==> src/rtl/reg_bank_write_arbiter.sv <==
// Round-robin write arbiter for a small register bank shared by requesters A and B.
// Optional early read forwarding is enabled by defining RD_BYPASS_EN.
module reg_bank_write_arbiter #(
  parameter int WIDTH  = 8,
  parameter int DEPTH  = 4,
  parameter int ADDR_W = 2
) (
  input  logic              clock,
  input  logic              clear,
  input  logic              req_a,
  input  logic [ADDR_W-1:0] addr_a,
  input  logic [WIDTH-1:0]  data_a,
  output logic              gnt_a,
  input  logic              req_b,
  input  logic [ADDR_W-1:0] addr_b,
  input  logic [WIDTH-1:0]  data_b,
  output logic              gnt_b,
  input  logic [ADDR_W-1:0] rd_addr,
  output logic [WIDTH-1:0]  rd_data,
  output logic              busy
);

  typedef enum logic [1:0] {
    IDLE    = 2'd0,
    GRANT_A = 2'd1,
    GRANT_B = 2'd2
  } state_t;

  state_t state_q, state_d;
  logic   last_b_q, last_b_d;  // 1: B won the most recent arbitration
  logic   win_a, win_b;
  logic [WIDTH-1:0] bank [DEPTH];

  // Only IDLE arbitrates; on contention the requester that did not win last time goes.
  always_comb begin
    win_a = (state_q == IDLE) && req_a && (!req_b || last_b_q);
    win_b = (state_q == IDLE) && req_b && (!req_a || !last_b_q);
  end

  always_comb begin
    state_d  = state_q;
    last_b_d = last_b_q;
    case (state_q)
      IDLE: begin
        if (win_a) begin
          state_d  = GRANT_A;
          last_b_d = 1'b0;
        end else if (win_b) begin
          state_d  = GRANT_B;
          last_b_d = 1'b1;
        end
      end
      GRANT_A, GRANT_B: state_d = IDLE;
      default:          state_d = IDLE;
    endcase
  end

  always_ff @(negedge clock) begin
    if (clear) begin
      state_q  <= IDLE;
      last_b_q <= 1'b1;
    end else begin
      state_q  <= state_d;
      last_b_q <= last_b_d;
    end
  end

  generate
    for (genvar gi = 0; gi < DEPTH; gi++) begin : g_cell
      logic [WIDTH-1:0] cell_q;

      always_ff @(negedge clock) begin
        if (clear) begin
          cell_q <= '0;
        end else if (win_a && (addr_a == ADDR_W'(gi))) begin
          cell_q <= data_a;
        end else if (win_b && (addr_b == ADDR_W'(gi))) begin
          cell_q <= data_b;
        end
      end

      assign bank[gi] = cell_q;
    end
  endgenerate

  assign gnt_a = (state_q == GRANT_A);
  assign gnt_b = (state_q == GRANT_B);
  assign busy  = (state_q != IDLE);

`ifdef RD_BYPASS_EN
  // Forward the data about to be committed so readers see it one cycle early.
  always_comb begin
    rd_data = bank[rd_addr];
    if (win_a && (addr_a == rd_addr)) begin
      rd_data = data_a;
    end else if (win_b && (addr_b == rd_addr)) begin
      rd_data = data_b;
    end
  end
`else
  assign rd_data = bank[rd_addr];
`endif

endmodule

==> config.mk <==
export PLATFORM = sky130hd
export DESIGN_NAME = reg_bank_write_arbiter
export DESIGN_NICKNAME = d
export VERILOG_FILES = /design/src/rtl/reg_bank_write_arbiter.sv
export SDC_FILE = /design/constraint.sdc
export NUM_CORES = 1
export LEC_CHECK = 0
export CELL_PAD_IN_SITES_DETAIL_PLACEMENT = 1
export CELL_PAD_IN_SITES_GLOBAL_PLACEMENT = 1
export CORE_ASPECT_RATIO = 1.2
export CORE_MARGIN = 1
export CORE_UTILIZATION = 44
export CTS_BUF_LIST = sky130_fd_sc_hd__clkbuf_8
export CTS_CLUSTER_SIZE = 25
export DETAILED_ROUTE_END_ITERATION = 8
export PLACE_DENSITY_LB_ADDON = 0.1
export SLEW_MARGIN = 20
export SYNTH_ARGS = -nofsm -noshare
export SYNTH_HDL_FRONTEND = slang
export SYNTH_SLANG_ARGS = --single-unit
==> constraint.sdc <==
create_clock -name clock -period 2.6 [get_ports clock]
set_input_delay 0.26 -clock clock [delete_from_list [all_inputs] [get_ports clock]]
set_output_delay 0.26 -clock clock [all_outputs]
set_load 0.02 [all_outputs]
==> run metrics, run 1 <==
status=stopped before the end; Stopped at=clock tree synthesis; tool error=[ERROR DPL-0033] detailed placement checks failed during check placement.; Avg Inst Size Synth=8.774 µm²; number of hold buffers added after CTS=0; Clock Tree Root=clkbuf_8; DP Worst Slack=-703.5 ps; number of gates resized after CTS=110; Synth Cell Area=2053 µm²; proportion of netlist area held by the largest area contributor=34.13%; #FFs+latches synth=35; Yosys warnings=0; post-synthesis sequential area ratio=34.13%; Area contributors post-synth=dfxtp_1, a311oi_1, nand4_1; Initial Util=47.10%; Max H-tree Level=2; number of distinct library cells after synthesis=29; DP HPWL=5429 µm; clk sinks=35; DIE HEIGHT=76.83 µm; Mapped Cells=234; IO Count=37; synthesized net count=260; buffer count from post-CTS setup fixing=10; CTS buffer count=5; Placer Congestion=0.8697; clk buf depth=2; Post-DP Area=2615 µm²; die width=64.36 µm; biggest area consumer among synthesized cells=dfxtp_1; port bufs=36; placed insts=322; Rows=26
logic make-up after synthesis:
group                  Yosys count  share of synthesized area, %
AOI/OAI and AO/OA               68                         23.40
buffers and inverters           36                         6.886
DFF                             35                         34.13
muxes                            8                         8.775
and+or+nand+nor                 87                         26.81
per-stage QoR:
step / utilization, % / hold WS, ps
after floorplan: - / 478.6
after global placement: 59.99 / 486.4
after detailed placement: 59.99 / 494.3
cell usage after synthesis:
cell type,n
nor2_1,2
nor4_1,32
nand3b_1,4
nor4b_1,1
nor2b_1,5
a211o_1,1
o21ai_1,9
or3b_2,1
inv_1,1
nand4_1,32
or3b_1,1
a211oi_2,1
inv_2,1
nor3b_1,1
clkbuf_1,28
buf_1,3
buf_4,1
o21bai_1,1
buf_2,2
a311oi_1,31
and3_1,1
o21ai_0,23
mux4_2,8
a311oi_2,1
or3_1,4
dfxtp_1,35
a21oi_1,1
nand3_1,2
and2_0,1
==> inputs of run 2 (changes only) <==
==> config.mk (replaced) <==
export PLATFORM = sky130hd
export DESIGN_NAME = reg_bank_write_arbiter
export DESIGN_NICKNAME = d
export VERILOG_FILES = /design/src/rtl/reg_bank_write_arbiter.sv
export SDC_FILE = /design/constraint.sdc
export NUM_CORES = 1
export LEC_CHECK = 0
export CORE_MARGIN = 1
export CORE_UTILIZATION = 35
export DETAILED_ROUTE_END_ITERATION = 8
export PLACE_DENSITY_LB_ADDON = 0.15
export SLEW_MARGIN = 20
export SYNTH_ARGS = -nofsm -noshare
export SYNTH_HDL_FRONTEND = slang
export SYNTH_SLANG_ARGS = --single-unit
==> run 2 against run 1 <==
  * The flow now finishes, with violations (setup timing)
  * Area after synthesis did not move
  * Synthesized cell count did not move
==> run metrics, run 2 <==
status=finished with violations; failing checks=setup timing; Synth-to-Final Area Change=52.41%; port bufs=36; Max Cap Viol=0; Rows=27; setup_tns=-1953 ps; pwr dens=559.3 nW/µm²; diode count=0; synth cell count leaders=dfxtp_1, nand4_1, nor4_1; hold depth=2; Vias/cell=6.472; DIE HEIGHT=78.59 µm; CTS tree=built; global-route wire length before repair=12460 µm; synthesized net count=260; Hold Worst Slack=501.5 ps; layout cells sized above 1=32.10%; Core Area=5574 µm²; initial antenna violation count=0; crit-path leading delay family=multiplexers; Clock Tree Root=clkbuf_8; max reg flops=32; number of hold buffers added after CTS=0; Synth Cell Area=2053 µm²; IO Count=37; Critical Setup Path Class=flip-flop to output pin; Synth Area in Compound Gates=23.40%; nets=350; min-delay worst type=flip-flop to flip-flop; DR pass1 iterations=4; clk sinks=35; GRT overflow=0; mux cell area share after synthesis=8.775%; Post-Synth Adder-Cell Area=0%; Slowest-stage cell, CP=mux4_2; CTS buffer count=5; proportion of netlist area held by the largest area contributor=34.13%; r2r worst-path depth=7; #FFs+latches synth=35; clk buf depth=2; final setup fails=8; largest reg by FF count=g_cell.cell_q; ANT nets after route=0; Stages on worst setup path=2; post-synthesis xor/xnor area fraction=0%; GRT Overall Usage=26.77%; CP peak stage delay=470 ps; final hold violations=0; Residual DRC=0; commonest non-fill, non-tap cells in the layout=buf_4, inv_1, nand4_1, nor4_1, a311oi_1; number of distinct library cells after synthesis=29; worst setup margin=-253.8 ps; commonest non-fill, non-tap cell in the layout=buf_4; Reg2Reg Launch Point=state_q[1]; Initial Util=36.84%; vias=2563; filler instances=523; routed wl met3=828 µm; Avg Inst Size Synth=8.774 µm²; Worst Path Max Fanout=2; Die Area=6176 µm²; clk_lat worst skew=360 ps; Top Registers=g_cell.cell_q x32, state_q x2, last_b_q x1; Mapped Cells=234; Critical Path AT=2590 ps; Post-synth EDFFs=0; met2 wire len=3663 µm; worst rel slew slack=73.55%; Yosys warnings=0; vias in the first global route=2454; biggest area consumer among synthesized cells=dfxtp_1; Cell Chain, Critical Path=mux4_2 -> buf_6; largest net degree at the start of global routing=38; worst slew pin tran=396.8 ps; CP Launch Type=flip-flop; die width=78.59 µm; clk_skew=15.69 ps; Critical Path RT=2340 ps; Max Used Layer=met4; hold_sp=g_cell[0].cell_q[7]; most common cell in the netlist=dfxtp_1; Area contributors post-synth=dfxtp_1, a311oi_1, nand4_1; post-synthesis simple-gate area fraction=26.81%; unrepaired setup endpoints after global routing=true; post-route core utilization=56.14%; CP Buf/Inv Count=1; Worst setup EP type=output pin; Slew Limit Fails=0; largest family of logic cells by synthesized area=simple AND/OR/NAND/NOR gates; DP HPWL=4897 µm; Leakage=1.186 nW; Max H-tree Level=2; DR WL/cell=20.53 µm; Most used DFF post-synth=dfxtp_1; flop2flop setup slack=740 ps; WL met1=3429 µm; Clk pin slew, worst setup/hold paths=40 ps; DRT Wirelength=8128 µm; Starting DRT DRC Count=266; CP startpoint=g_cell[0].cell_q[5]; Placer Congestion=0.8137; VDD IR max=256.2 µV; Async SR Flop Fraction=0%; post-synthesis sequential area ratio=34.13%
==> run 2: cell counts after synthesis <==
Identical to the previous run, type by type.
==> run 2: worst paths after layout <==
| path | endpoint |
|---|---|
| setup / recovery | rd_data[5] |
| setup reg to reg | g_cell[2].cell_q[7] |
| hold / removal | g_cell[0].cell_q[7] |
| hold reg to reg | g_cell[0].cell_q[7] |
==> run 2: worst register-to-register path, stage by stage, from the launching register on <==
cell      delay, ps
dfxtp_4         350
nor2_4          110
inv_2            50
buf_4           120
buf_4           250
or3_1           410
buf_4           190
a311oi_1        290
==> run 2: area by class of cell <==
class                           count  area, µm²  share of cell area (%)
Clock buffer                        5      68.82                   2.199
Sequential cell                    35      721.9                   23.07
Timing Repair Buffer               83      780.7                   24.95
Tap cell                           72      90.09                   2.879
Multi-Input combinational cell    163       1297                   41.46
Clock inverter                     37      166.4                   5.318
Inverter                            1      3.754                  0.1200
==> run 2: logic make-up (layout without fill, tap and decap cells) <==
logic type / after synthesis / in the layout
AO/OA/AOI/OAI: 68 / 68
buffers and inverters: 36 / 126
flip-flops: 35 / 35
multiplexers: 8 / 8
AND/OR/NAND/NOR: 87 / 87
==> run 2: through the flow <==
stage               area [µm²]  setup WS [ps]  cells  power (W)
global route              3129         -295.4    396   0.001881
CTS                       3007         -249.3    392   0.001707
finish                    3129         -253.8    396   0.001750
floorplan                 2090         -298.8    234  0.0008856
global placement          2718         -677.1    349   0.001069
detailed placement        2718         -738.7    349   0.001069
==> run 2: layer usage <==
layer / up-vias / global-route usage [%]
met5: - / 0.9091
met4: 0 / 12.41
met3: 31 / 9.767
met2: 162 / 39.91
met1: 1212 / 34.00
li1: 1158 / -
==> run 2: what timing repair did <==
action                     in CTS  in global routing
pin swaps                      11                  5
setup endpoints to repair      43                 22
resized for setup              88                 26
cloned                          0                  2
buffers inserted                2                  3
==> run 2: power by group <==
part	total [W]	switching (W)	leakage, nW	internal, W
combinational	0.000440	0.000236	0.657	0.000204
sequential	0.000601	0.0000226	0.292	0.000579
clock	0.000709	0.000360	0.237	0.000349
Power figures use the tool's default switching activity.
